### src/rtl/ann_classifier_seq.sv
// ann_classifier_seq: 2-layer MLP stage classifier, one shared MAC, serial features, runtime-writable weights.
// Define ANN_MARGIN_EN to add out_margin (saturated best minus runner-up score).
module ann_classifier_seq #(
    parameter int N_FEAT  = 8,
    parameter int N_HID   = 4,
    parameter int N_CLASS = 4,
    parameter int DW      = 16,
    parameter int FRAC    = 8,
    parameter int ACC_W   = 40,
    parameter int CLS_W   = $clog2(N_CLASS),
    parameter int W_DEPTH = N_HID*N_FEAT+N_HID+N_CLASS*N_HID+N_CLASS,
    parameter int WA_W    = $clog2(W_DEPTH)
) (
    input  logic                 clk,
    input  logic                 rst_n,
    input  logic                 in_valid,
    output logic                 in_ready,
    input  logic signed [DW-1:0] in_data,
    input  logic                 w_we,
    input  logic [WA_W-1:0]      w_addr,
    input  logic signed [DW-1:0] w_data,
    output logic                 out_valid,
    input  logic                 out_ready,
    output logic [CLS_W-1:0]     out_class,
    output logic signed [DW-1:0] out_score,
`ifdef ANN_MARGIN_EN
    output logic signed [DW-1:0] out_margin,
`endif
    output logic                 busy
);
    localparam int B1  = N_HID*N_FEAT;
    localparam int B2  = B1+N_HID;
    localparam int BB2 = B2+N_CLASS*N_HID;
    localparam int CW  = $clog2(N_FEAT+N_HID+N_CLASS+1);
    localparam int FW  = N_FEAT > 1 ? $clog2(N_FEAT) : 1;
    localparam int HW  = N_HID > 1 ? $clog2(N_HID) : 1;
    localparam logic signed [ACC_W-1:0] SMAX = {{(ACC_W-DW+1){1'b0}}, {(DW-1){1'b1}}};
    localparam logic signed [ACC_W-1:0] SMIN = ~SMAX;

    typedef enum logic [2:0] {IDLE, L1, L2, FIN, OUT} state_t;

    state_t                   state_q, state_d;
    logic [CW-1:0]            cnt_q, cnt_d, nrn_q, nrn_d;
    logic signed [ACC_W-1:0]  acc_q, acc_d, v;
    logic signed [DW-1:0]     wmem [W_DEPTH];
    logic signed [DW-1:0]     feat_q [N_FEAT];
    logic signed [DW-1:0]     hid_q [N_HID];
    logic signed [DW-1:0]     best_q, score_q, w_rd, mac_a, v_sat;
    logic [CLS_W-1:0]         idx_q, cls_q;
    logic signed [2*DW-1:0]   prod;
    logic [WA_W-1:0]          wa;
    logic                     fin, last_nrn;

    // cnt reaching the fan-in marks the finalise cycle, which reads the bias instead of a weight
    assign fin      = (state_q == L1) ? (cnt_q == CW'(N_FEAT)) : (cnt_q == CW'(N_HID));
    assign last_nrn = nrn_q == ((state_q == L1) ? CW'(N_HID-1) : CW'(N_CLASS-1));
    assign wa       = (state_q == L1)
                    ? (fin ? WA_W'(B1) + WA_W'(nrn_q) : WA_W'(nrn_q)*WA_W'(N_FEAT) + WA_W'(cnt_q))
                    : (fin ? WA_W'(BB2) + WA_W'(nrn_q) : WA_W'(B2) + WA_W'(nrn_q)*WA_W'(N_HID) + WA_W'(cnt_q));
    assign w_rd     = wmem[wa];
    assign mac_a    = (state_q == L1) ? feat_q[FW'(cnt_q)] : hid_q[HW'(cnt_q)];
    assign prod     = mac_a * w_rd;
    assign v        = (acc_q + (ACC_W'(w_rd) <<< FRAC)) >>> FRAC;
    assign v_sat    = (v > SMAX) ? SMAX[DW-1:0] : (v < SMIN) ? SMIN[DW-1:0] : v[DW-1:0];

    always_comb begin
        state_d = state_q;
        cnt_d   = cnt_q;
        nrn_d   = nrn_q;
        acc_d   = acc_q;
        case (state_q)
            IDLE: if (in_valid) begin
                cnt_d   = (cnt_q == CW'(N_FEAT-1)) ? '0 : cnt_q + 1'b1;
                state_d = (cnt_q == CW'(N_FEAT-1)) ? L1 : IDLE;
            end
            L1, L2: if (!fin) begin
                acc_d = acc_q + ACC_W'(prod);
                cnt_d = cnt_q + 1'b1;
            end else begin
                acc_d   = '0;
                cnt_d   = '0;
                nrn_d   = last_nrn ? '0 : nrn_q + 1'b1;
                state_d = !last_nrn ? state_q : (state_q == L1) ? L2 : FIN;
            end
            FIN:     state_d = OUT;
            OUT:     state_d = out_ready ? IDLE : OUT;
            default: state_d = IDLE;
        endcase
    end

    always_ff @(posedge clk) begin
        if (!rst_n) begin
            state_q <= IDLE;
            cnt_q   <= '0;
            nrn_q   <= '0;
            acc_q   <= '0;
            best_q  <= '0;
            idx_q   <= '0;
            cls_q   <= '0;
            score_q <= '0;
        end else begin
            state_q <= state_d;
            cnt_q   <= cnt_d;
            nrn_q   <= nrn_d;
            acc_q   <= acc_d;
            if (state_q == L2 && fin && (nrn_q == '0 || v_sat > best_q)) begin
                best_q <= v_sat;
                idx_q  <= CLS_W'(nrn_q);
            end
            if (state_q == FIN) begin
                cls_q   <= idx_q;
                score_q <= best_q;
            end
        end
    end

    // weights, features and hidden activations are plain storage, untouched by reset
    always_ff @(posedge clk) begin
        if (w_we && state_q == IDLE && 32'(w_addr) < W_DEPTH) wmem[w_addr] <= w_data;
        if (state_q == IDLE && in_valid) feat_q[FW'(cnt_q)] <= in_data;
        if (state_q == L1 && fin) hid_q[HW'(nrn_q)] <= v_sat[DW-1] ? '0 : v_sat;
    end

`ifdef ANN_MARGIN_EN
    logic signed [DW-1:0] sec_q, marg_q;
    logic signed [DW:0]   diff;
    assign diff = {best_q[DW-1], best_q} - {sec_q[DW-1], sec_q};
    always_ff @(posedge clk) begin
        if (!rst_n) begin
            sec_q  <= '0;
            marg_q <= '0;
        end else begin
            if (state_q == L2 && fin)
                sec_q <= (nrn_q == '0) ? SMIN[DW-1:0] : (v_sat > best_q) ? best_q : (v_sat > sec_q) ? v_sat : sec_q;
            if (state_q == FIN)
                marg_q <= (diff[DW] != diff[DW-1]) ? (diff[DW] ? SMIN[DW-1:0] : SMAX[DW-1:0]) : diff[DW-1:0];
        end
    end
    assign out_margin = marg_q;
`endif

    assign in_ready  = state_q == IDLE;
    assign out_valid = state_q == OUT;
    assign busy      = state_q != IDLE;
    assign out_class = cls_q;
    assign out_score = score_q;
endmodule
### config.mk
export PLATFORM = sky130hd
export DESIGN_NAME = ann_classifier_seq
export DESIGN_NICKNAME = d
export VERILOG_FILES = /design/src/rtl/ann_classifier_seq.sv
export SDC_FILE = /design/constraint.sdc
export NUM_CORES = 2
export LEC_CHECK = 0
export CAP_MARGIN = 0
export CELL_PAD_IN_SITES_DETAIL_PLACEMENT = 1
export CELL_PAD_IN_SITES_GLOBAL_PLACEMENT = 1
export CORE_UTILIZATION = 45
export CTS_CLUSTER_SIZE = 20
export DETAILED_ROUTE_END_ITERATION = 8
export GPL_TIMING_DRIVEN = 0
export PLACE_DENSITY_LB_ADDON = 0.2
export SYNTH_ARGS = -nofsm -noshare
export SYNTH_HDL_FRONTEND = slang
export SYNTH_SLANG_ARGS = --single-unit
### constraint.sdc
create_clock -name clk -period 12.71 [get_ports clk]
set_clock_uncertainty 0.2 [all_clocks]
set_input_delay 1.9065 -clock clk [delete_from_list [all_inputs] [get_ports clk]]
set_output_delay 1.9065 -clock clk [all_outputs]
set_load 0.005 [all_outputs]
==> flow_metrics.tcl <==
set metrics [dict create \
    status "finished clean" \
    grt_pass1_wl_um 318000 \
    pre_cts_ws_ns -0.538 \
    cts_sinks 1176 \
    die_area_um2 138000 \
    cpPeakStageDelay_ns 0.55 \
    ys_types 79 \
    cp-end-kind "flop" \
    timing.final.ws_setup_ns 0.399 \
    synth.largest_area_cell "edfxtp_1" \
    min_path_type "reg2reg" \
    ys_top_cells_by_area "edfxtp_1, fa_1, nand2_1" \
    firstDrtPassIters 6 \
    r2r_start "cnt_q[1]$_SDFFE_PN0P_" \
    synth_area_um2 61400 \
    cp_slowest_cell "fa_1" \
    cts_tree "built" \
    grt_start_max_net_pins 57 \
    finalMaxSlewViolations 0 \
    fin_crit_sh_pct 96.9 \
    via_per_inst 6.03 \
    fin_area_um2 70500 \
    clk_path_buf_depth 3 \
    rsz0062_at_grt "no" \
    hpwl_um 162000 \
    drt-met1-wl_um 85600 \
    final-hold-violation-count 0 \
    whs_ns 0.248 \
    syn_inst 5172 \
    yosysMostFrequentCell "nand2_1" \
    grt_pass1_vias 46100 \
    tightest_slew_ns 1.37 \
    cts_hold_buf 0 \
    r2r-end "acc_q[38]$_SDFFE_PN0N_" \
    syn_area_per_cell_um2 11.9 \
    rrSetupSlack_ns 0.40 \
    dpl_cell_area_um2 66000 \
    crit_type "reg2reg" \
    rows 135 \
    grt_antenna_before_repair 7 \
    port_buffers 60 \
    place_inst 7088 \
    leakagePower_nw 26.4 \
    synth_ff_type "edfxtp_1" \
    die_w_um 371 \
    min_from "best_q[14]$_SDFFE_PN0P_" \
    synth_commonest_cells "nand2_1, edfxtp_1, nand3_1, inv_1, fa_1" \
    hold-path-cell-count 2 \
    synthToLayoutAreaGrowth_pct 14.8 \
    clockRootBuffer "clkbuf_16" \
    h-tree-depth 3 \
    syn_nets 5723 \
    synth_edf_count 1084 \
    required_ns 13.07 \
    min_to "out_score[14]$_SDFFE_PN0N_" \
    finalNonFillerCells 7328 \
    postRouteAntennaNets 0 \
    worst-endpoint-arrival_ns 12.67 \
    routed-wl-met3_um 17300 \
    wl_per_cell_um 30.2 \
    fmax_mhz 81.2 \
    core-area_um2 135000 \
    synthArstFlopShare_pct 0 \
    final_nets 5991 \
    die_h_um 371 \
    route.detailed.drc 0 \
    vias 44200 \
    path_max_fanout 10 \
    grt.total_usage_pct 32.1 \
    ir_worst_vdd_mv 0.346 \
    cap_violations 0 \
    cts.clk_slew.worst_paths_ns 0.07 \
    fin_crit_ns 12.31 \
    relSlewSlack_pct 8.65 \
    routed_wl_um 221000 \
    pin_count 64 \
    wl_met2_um 105000 \
    gp_congestion 0.908 \
    initial_core_util_pct 45.3 \
    ys.warnings.count 0 \
    r2r_cells 41 \
    pwr_density_cell_nw_per_um2 211 \
    cp-start-kind "flop" \
    initialDrtViolationCount 4743 \
    synth_top_area_share_pct 53.0 \
    crit_start "cnt_q[1]$_SDFFE_PN0P_" \
    yosysSeqAreaShare_pct 56.0 \
    totalPowerFinal_w 0.0148 \
    ys_ff_latch 1176 \
    top_layer_used "met4" \
    clk_latency_ns 0.78 \
    final_layout_size_suffix_gt1_share_pct 10.8 \
    grt.overflow.total 0 \
    cts_buffers 120 \
    setup_viol 0 \
]
[critical path, delay by kind of cell, from the launching register on]
kind | cells | cell delay, ns
AOI/OAI and AO/OA | 11 | 3.42
adders and majority gates | 8 | 3.65
xor gates and xnor gates | 1 | 0.16
buffers and inverters | 12 | 2.39
muxes | 2 | 0.58
and+or+nand+nor | 7 | 1.28
DFF | 1 | 0.35
[layout make-up]
| class | instances | area (um2) |
|---|---|---|
| inverter | 373 | 1400 |
| clock buffer | 154 | 3190 |
| fill | 13900 | 65000 |
| tap | 1781 | 2230 |
| antenna | 5 | 12.5 |
| clock inverter | 70 | 916 |
| timing repair buffer | 148 | 2110 |
| sequential | 1176 | 34400 |
| multi-input combinational | 3333 | 24900 |
| buffer | 288 | 1380 |
[metal layers]
metal	up-vias	track usage, %
met2	2023	52.5
met4	0	17.2
met3	523	4.95
li1	18800	-
met5	-	0
met1	22900	41.3
[through the flow]
stage          util [%]  TNS (ns)
3_5_place_dp       48.7     -8.67
3_3_place_gp       47.4    -17.06
6_report           52.0         0
4_1_cts            51.8         0
5_1_grt            52.0         0
2_1_floorplan         -         0
[sequential cells by signal, indices dropped and copies added, names as in the netlist, named ones only]
name / count
state_q: 3
acc_q: 40
out_score: 16
cnt_q: 5
wmem: 896
feat_q: 128
best_q: 16
nrn_q: 5
hid_q: 60
out_class: 2
idx_q: 2
[report_power, final]
group          switching [W]  internal, W  total, W
sequential        0.00000618      0.00425   0.00426
clock                0.00156      0.00216   0.00373
combinational        0.00418      0.00267   0.00685
[cells in the final DEF, fill, tap and decap left out, drive strengths merged, types with 7 or more instances in the layout]
cell,netlist,final
nand2,1122,1122
o311ai,11,11
mux2i,36,36
mux4,55,55
xor2,26,26
nand4,21,21
and3,75,75
o21bai,25,25
buf,141,243
clkinv,0,41
clkbuf,149,303
o21a,27,27
ha,174,174
edfxtp,1084,1084
a22oi,30,30
o21ai,90,90
a21oi,159,159
a211oi,16,16
nand3,464,464
a31oi,27,27
xnor2,46,46
fa,334,334
nor3,55,55
and2,49,49
o31ai,10,10
bufinv,0,19
nor2b,38,38
a21o,37,37
a311oi,98,98
dfxtp,92,92
clkdlybuf4s50,0,44
nand2b,12,12
inv,373,378
nor2,198,198
a221oi,7,7
[kinds of logic after synthesis]
family | synth area share [%]
compound gates | 6.46
simple gates | 14.8
fa+ha+maj | 14.4
mux | 2.76
buf+inv | 4.47
flops | 56.0
xor+xnor | 1.03
[timing repair]
item | in CTS | in global routing
pin swaps | 0 | 3
hold endpoints to repair | 0 | 0
gates resized for setup | 18 | 73
buffers inserted | 0 | 13
endpoints found under the setup margin | 30 | 25
[worst max path at each step]
stage	end	slack [ns]
after floorplan	acc_q[38]$_SDFFE_PN0N_	3.19
after global placement	best_q[1]$_SDFFE_PN0P_	-0.93
after detailed placement	best_q[0]$_SDFFE_PN0P_	-0.54
after CTS	acc_q[38]$_SDFFE_PN0N_	0.20
after global routing	best_q[2]$_SDFFE_PN0P_	0.01
final	acc_q[38]$_SDFFE_PN0N_	0.40
(Power assumes the default switching activity.)
